<file path="src/rtl/apb_cmd_master.sv">
// APB3 requester: converts a valid/ready command stream into single APB transfers
// and reports read data, slave error and timeout on a valid/ready response channel.
`timescale 1ns/1ps
module apb_cmd_master #(
  parameter int ADDR_W  = 32,
  parameter int DATA_W  = 32,
  parameter int TIMEOUT = 256
) (
  input  logic              clk,
  input  logic              rst,
  input  logic              cmd_valid,
  output logic              cmd_ready,
  input  logic              cmd_write,
  input  logic [ADDR_W-1:0] cmd_addr,
  input  logic [DATA_W-1:0] cmd_wdata,
  output logic              rsp_valid,
  input  logic              rsp_ready,
  output logic [DATA_W-1:0] rsp_rdata,
  output logic              rsp_err,
  output logic              rsp_timeout,
  output logic [ADDR_W-1:0] APB_M_0_paddr,
  output logic              APB_M_0_psel,
  output logic              APB_M_0_penable,
  output logic              APB_M_0_pwrite,
  output logic [DATA_W-1:0] APB_M_0_pwdata,
  input  logic [DATA_W-1:0] APB_M_0_prdata,
  input  logic              APB_M_0_pready,
  input  logic              APB_M_0_pslverr
);

  localparam int CNT_W = $clog2(TIMEOUT);
  localparam logic [CNT_W-1:0] CNT_LAST = CNT_W'(TIMEOUT - 1);

  typedef enum logic [1:0] {
    ST_IDLE   = 2'd0,
    ST_SETUP  = 2'd1,
    ST_ACCESS = 2'd2,
    ST_RESP   = 2'd3
  } state_t;

  state_t            r_state, w_state_nxt;
  logic [CNT_W-1:0]  r_cnt, w_cnt_nxt;
  logic [ADDR_W-1:0] r_paddr, w_paddr_nxt;
  logic [DATA_W-1:0] r_pwdata, w_pwdata_nxt;
  logic              r_pwrite, w_pwrite_nxt;
  logic              r_psel, w_psel_nxt;
  logic              r_penable, w_penable_nxt;
  logic              r_rsp_valid, w_rsp_valid_nxt;
  logic [DATA_W-1:0] r_rsp_rdata, w_rsp_rdata_nxt;
  logic              r_rsp_err, w_rsp_err_nxt;
  logic              r_rsp_timeout, w_rsp_timeout_nxt;

  // Decoded from state only, so a held cmd_valid never loops back into cmd_ready.
  assign cmd_ready = (r_state == ST_IDLE) && !rst;

  // Next-state and next-output logic; APB strobes are computed for the state being entered.
  always_comb begin
    w_state_nxt       = r_state;
    w_cnt_nxt         = r_cnt;
    w_paddr_nxt       = r_paddr;
    w_pwdata_nxt      = r_pwdata;
    w_pwrite_nxt      = r_pwrite;
    w_psel_nxt        = r_psel;
    w_penable_nxt     = r_penable;
    w_rsp_valid_nxt   = r_rsp_valid;
    w_rsp_rdata_nxt   = r_rsp_rdata;
    w_rsp_err_nxt     = r_rsp_err;
    w_rsp_timeout_nxt = r_rsp_timeout;
    case (r_state)
      ST_IDLE: begin
        if (cmd_valid) begin
          w_paddr_nxt   = cmd_addr;
          w_pwdata_nxt  = cmd_wdata;
          w_pwrite_nxt  = cmd_write;
          w_psel_nxt    = 1'b1;
          w_penable_nxt = 1'b0;
          w_state_nxt   = ST_SETUP;
        end else begin
          w_psel_nxt    = 1'b0;
          w_penable_nxt = 1'b0;
        end
      end
      ST_SETUP: begin
        w_psel_nxt    = 1'b1;
        w_penable_nxt = 1'b1;
        w_cnt_nxt     = {CNT_W{1'b0}};
        w_state_nxt   = ST_ACCESS;
      end
      ST_ACCESS: begin
        // pready takes priority over an expiring timeout in the same cycle.
        if (APB_M_0_pready) begin
          w_rsp_rdata_nxt   = r_pwrite ? {DATA_W{1'b0}} : APB_M_0_prdata;
          w_rsp_err_nxt     = APB_M_0_pslverr;
          w_rsp_timeout_nxt = 1'b0;
          w_rsp_valid_nxt   = 1'b1;
          w_psel_nxt        = 1'b0;
          w_penable_nxt     = 1'b0;
          w_state_nxt       = ST_RESP;
        end else if (r_cnt == CNT_LAST) begin
          w_rsp_rdata_nxt   = {DATA_W{1'b0}};
          w_rsp_err_nxt     = 1'b1;
          w_rsp_timeout_nxt = 1'b1;
          w_rsp_valid_nxt   = 1'b1;
          w_psel_nxt        = 1'b0;
          w_penable_nxt     = 1'b0;
          w_state_nxt       = ST_RESP;
        end else begin
          w_cnt_nxt = r_cnt + {{(CNT_W-1){1'b0}}, 1'b1};
        end
      end
      ST_RESP: begin
        if (rsp_ready) begin
          w_rsp_valid_nxt = 1'b0;
          w_state_nxt     = ST_IDLE;
        end else begin
          w_rsp_valid_nxt = 1'b1;
        end
      end
      default: begin
        w_state_nxt     = ST_IDLE;
        w_psel_nxt      = 1'b0;
        w_penable_nxt   = 1'b0;
        w_rsp_valid_nxt = 1'b0;
      end
    endcase
  end

  // State and output registers with synchronous reset that abandons any transfer in flight.
  always_ff @(posedge clk) begin
    if (rst) begin
      r_state       <= ST_IDLE;
      r_cnt         <= {CNT_W{1'b0}};
      r_paddr       <= {ADDR_W{1'b0}};
      r_pwdata      <= {DATA_W{1'b0}};
      r_pwrite      <= 1'b0;
      r_psel        <= 1'b0;
      r_penable     <= 1'b0;
      r_rsp_valid   <= 1'b0;
      r_rsp_rdata   <= {DATA_W{1'b0}};
      r_rsp_err     <= 1'b0;
      r_rsp_timeout <= 1'b0;
    end else begin
      r_state       <= w_state_nxt;
      r_cnt         <= w_cnt_nxt;
      r_paddr       <= w_paddr_nxt;
      r_pwdata      <= w_pwdata_nxt;
      r_pwrite      <= w_pwrite_nxt;
      r_psel        <= w_psel_nxt;
      r_penable     <= w_penable_nxt;
      r_rsp_valid   <= w_rsp_valid_nxt;
      r_rsp_rdata   <= w_rsp_rdata_nxt;
      r_rsp_err     <= w_rsp_err_nxt;
      r_rsp_timeout <= w_rsp_timeout_nxt;
    end
  end

  assign APB_M_0_paddr   = r_paddr;
  assign APB_M_0_pwdata  = r_pwdata;
  assign APB_M_0_pwrite  = r_pwrite;
  assign APB_M_0_psel    = r_psel;
  assign APB_M_0_penable = r_penable;
  assign rsp_valid       = r_rsp_valid;
  assign rsp_rdata       = r_rsp_rdata;
  assign rsp_err         = r_rsp_err;
  assign rsp_timeout     = r_rsp_timeout;

endmodule

</file>
<file path="config.mk">
export PLATFORM = sky130hd
export DESIGN_NAME = apb_cmd_master
export DESIGN_NICKNAME = d
export VERILOG_FILES = /design/src/rtl/apb_cmd_master.sv
export SDC_FILE = /design/constraint.sdc
export NUM_CORES = 1
export LEC_CHECK = 0
export ABC_AREA = 1
export CAP_MARGIN = 20
export CORE_UTILIZATION = 35
export CTS_CLUSTER_DIAMETER = 30
export CTS_CLUSTER_SIZE = 12
export DETAILED_ROUTE_END_ITERATION = 12
export GPL_TIMING_DRIVEN = 0
export PLACE_DENSITY_LB_ADDON = 0.2
export SLEW_MARGIN = 40
export SYNTH_ARGS = -nofsm -noshare
export SYNTH_HDL_FRONTEND = slang
export SYNTH_SLANG_ARGS = --single-unit
</file>
<file path="constraint.sdc">
create_clock -name clk -period 2.65 [get_ports clk]
set_input_delay 0.6625 -clock clk [delete_from_list [all_inputs] [get_ports clk]]
set_output_delay 0.6625 -clock clk [all_outputs]
set_load 0.005 [all_outputs]
</file>
==> results of run 1 <==
## registers in the layout (all words and copies together), names as in the netlist
| name | cells |
|---|---|
| r_state | 2 |
| rsp_valid | 1 |
| APB_M_0_psel | 1 |
| rsp_timeout | 1 |
| APB_M_0_penable | 1 |
| APB_M_0_pwdata | 32 |
| rsp_err | 1 |
| APB_M_0_paddr | 32 |
| rsp_rdata | 32 |
| APB_M_0_pwrite | 1 |
| r_cnt | 8 |
## layout make-up
type / instances / area (um^2)
sequential: 112 / 2240
multi-input combinational: 392 / 1770
fill: 1078 / 4900
clock buffer: 13 / 260
buffer: 36 / 176
inverter: 22 / 82.6
tap: 143 / 179
timing repair buffer: 204 / 2040
clock inverter: 2 / 15.0
## layer usage
| layer | routed length (um) | global-route usage | vias up |
|---|---|---|---|
| met5 | 0 | 0 | - |
| met4 | 277 | 0.0818 | 0 |
| met3 | 1090 | 0.0680 | 23 |
| met2 | 5860 | 0.336 | 172 |
| met1 | 5340 | 0.232 | 1967 |
| li1 | - | - | 2241 |
## worst max-delay path, stage by stage
cell	delay [ns]
clkbuf_1	0.27
clkbuf_2	0.31
nor2_1	0.08
clkdlybuf4s50_1	0.45
## placed cells by master, fill, tap and decap left out
| cell | count |
|---|---|
| nor3_1 | 3 |
| buf_4 | 2 |
| nor2_1 | 146 |
| inv_2 | 1 |
| inv_1 | 21 |
| clkbuf_1 | 27 |
| clkbuf_16 | 9 |
| buf_6 | 4 |
| mux2_2 | 1 |
| nand4_1 | 1 |
| nand3_1 | 45 |
| clkbuf_2 | 1 |
| nand2_2 | 4 |
| nand2_1 | 71 |
| ha_1 | 6 |
| dfxtp_1 | 112 |
| buf_2 | 2 |
| o22ai_1 | 1 |
| buf_1 | 2 |
| nor2_4 | 1 |
| a21oi_1 | 44 |
| clkinvlp_4 | 2 |
| a21oi_4 | 1 |
| o21ai_0 | 68 |
| clkdlybuf4s50_1 | 204 |
| clkbuf_8 | 2 |
## metrics by stage
| step | utilization | setup WS, ns | hold slack (ns) |
|---|---|---|---|
| after global routing | 0.580 | 0.0922 | 0.487 |
| after floorplan | - | 0.763 | 0.441 |
| after global placement | 0.556 | 0.0157 | 0.452 |
| after CTS | 0.580 | 0.0194 | 0.468 |
| final | 0.580 | 0.216 | 0.466 |
| after detailed placement | 0.556 | 0.0244 | 0.457 |
## logic make-up after synthesis
group | after synthesis | share of synthesized area
adder cells (fa/ha/maj) | 6 | 0.0176
flip-flops | 112 | 0.526
AO/OA/AOI/OAI | 114 | 0.137
multiplexers | 1 | 0.00264
AND/OR/NAND/NOR | 271 | 0.257
buffers and inverters | 58 | 0.0604
## power groups by stage
stage | registers (uW) | logic (uW) | clock network, uW
finish | 2160 | 1850 | 1280
global route | 2200 | 2040 | 1390
CTS | 2170 | 1860 | 1310
detailed placement | 2200 | 1850 | 0
global placement | 2180 | 1820 | 0
floorplan | 2210 | 848 | 0
## path summary, 6_finish.rpt
check / from / endpoint / cells past startpoint
hold reg to reg: rsp_rdata[24] / rsp_rdata[24] / 2
setup reg to reg: r_state[0] / APB_M_0_pwdata[29] / 7
hold / removal: rsp_rdata[24] / rsp_rdata[24] / 2
setup / recovery: rst / cmd_ready / 4
## timing repair
action,CTS,global route
setup endpoints to repair,0,1
gates resized for setup,0,2
endpoints found under the hold margin,0,0
==> qor.log, run 1 <==
[sta] max-slew violations 0
[clock_network] Bufs on Longest Clock Path 2
[final_layout] count of antenna diodes in the layout 0
[final_layout] area of all placed cells without fillers 6760 um^2
[worst_setup_path] CP Launch Type input port
[global_route] overall fraction of global-route tracks in use 0.200
[floorplanning] count of boundary I/O pins 206
[job] max-cap violations 0
[clock_network] hold bufs inserted after CTS 0
[floorplanning] Std-Cell Core Area 11,700 um^2
[place] estimated wirelength of the detail-placed design 9390 um
[logic_synthesis] main area contributors after synthesis dfxtp_1 53%, nor2_1 13%, o21ai_0 8.0%, nand2_1 6.2%, nand3_1 5.3%
[logic_synthesis] flops & latches, synth 112
[route] via count 4,403
[logic_synthesis] leading register cell type out of synthesis dfxtp_1
[global_route] grt ovf 0
[global_route] global-route wire length before repair 20,200 um
[clock_network] clock latency on the worst-skew pair 0.34 ns
[sta] Setup TNS 0 ns
[sta] transition at the pin with the smallest max-transition slack 0.524 ns
[global_route] via count of the first global-routing pass 4,244
[logic_synthesis] Syn Area/Cell 7.59 um^2
[global_route] initial antenna violation count 0
[logic_synthesis] async set or reset register ratio after synthesis 0
[logic_synthesis] fraction of the yosys area taken by sequential cells 0.526
[final_layout] total number of nets in the final design 886
[place] Port Buffer Count 204
[floorplanning] effective utilization at floorplan 0.366
[route] residual DRC count 0
[sta] Clock Skews 0.00540 ns
[place] area after detailed placement 6490 um^2
[power_and_ir_drop] Sw Ratio 0.316
[floorplanning] number of rows in the core area 39
[power_and_ir_drop] relative contribution of the clock network to total power 0.242
[route] vias per inst 4.77
[worst_setup_path] r2r setup slk 0.70 ns
[logic_synthesis] most repeated cell in the gate-level netlist after synthesis nor2_1
[worst_setup_path] crit path capture type output pin
[power_and_ir_drop] Flop pwr share 0.409
[power_and_ir_drop] relative contribution of combinational cells to total power 0.349
[logic_synthesis] ranking of synthesized cells by instance count 146 x nor2_1, 112 x dfxtp_1, 71 x nand2_1
[sta] hold violation count in the final report 0
[power_and_ir_drop] power density over the cells 783 nW/um^2
[power_and_ir_drop] Leakage 0.00255 uW
[sta] unrepaired setup endpoints after global routing false
[clock_network] Setup Fix Bufs, Post-CTS 0
[logic_synthesis] Post-synth EDFFs 0
[final_layout] share of final-layout standard cells stronger than drive strength 1 0.0384
[worst_setup_path] required arrival time at the worst endpoint 1.99 ns
[power_and_ir_drop] switching power of the nets 1670 uW
[sta] highest clock rate 0.411 GHz
[final_layout] Area Growth Syn to Fin 58.5%
[route] number of DRC markers after the initial detailed-route iteration 206
[worst_setup_path] Critical Path AT 1.77 ns
[sta] time the worst path needs with I/O delays and setup 2.43 ns
[place] placed cell count 909
[final_layout] final standard cell count with taps included and fillers excluded 924
[logic_synthesis] area fraction of the dominant cell type after synthesis 0.526
[route] Total Wirelength 12,600 um
[sta] tightest slew margin relative to the limit 0.651
[floorplanning] area enclosed by the die boundary 12,600 um^2
[sta] post-route fraction of the period consumed by the critical path 0.919
[route] Antenna Violating Nets Remaining 0
[clock_network] clock-pin slew reported for the worst setup and hold paths after clock tree synthesis 0.07 ns
[clock_network] cell at the root of the clock tree clkbuf_16
[sta] final setup vio count 0
[logic_synthesis] Distinct cells, synth 21
[power_and_ir_drop] post-layout total power 5290 uW
[clock_network] Num CTS Buffers 9
[worst_setup_path] largest fanout of any net on the critical path 10
[worst_setup_path] startpoint-to-endpoint class of the critical path in -> out
[place] last weighted congestion value of the routability-driven placer 0.811
[floorplanning] chip width 112 um
[floorplanning] die extent in y 112 um
[logic_synthesis] cell type with the largest total area after synthesis dfxtp_1
[clock_network] CTS tree built
[global_route] pin count of the biggest net entering global routing 17
[power_and_ir_drop] Power Internal 3620 uW
[logic_synthesis] total of warnings raised by yosys 0
[power_and_ir_drop] Peak supply drop 0.000367 V
[route] average detailed-routed wire length per instance 13.6 um
[clock_network] count of H-tree levels built during CTS 3
[run_status] run status finished clean
[logic_synthesis] nets in the synthesized netlist 671
[logic_synthesis] Syn Inst Count 562
[worst_hold_path] worst hold path type reg -> reg
[route] detailed-router iteration count before antenna repair 4
[clock_network] CTS sink cnt 112
[logic_synthesis] Syn Std Cell Area 4270 um^2
Power figures use the tool's default switching activity.
==> run 2: changes to the inputs <==
CTS_CLUSTER_DIAMETER = 150   (was 30)
SLEW_MARGIN = 0   (was 40)
==> results of run 2 <==
Same layout as run 1: the final DEF is identical, and so are final timing and power.
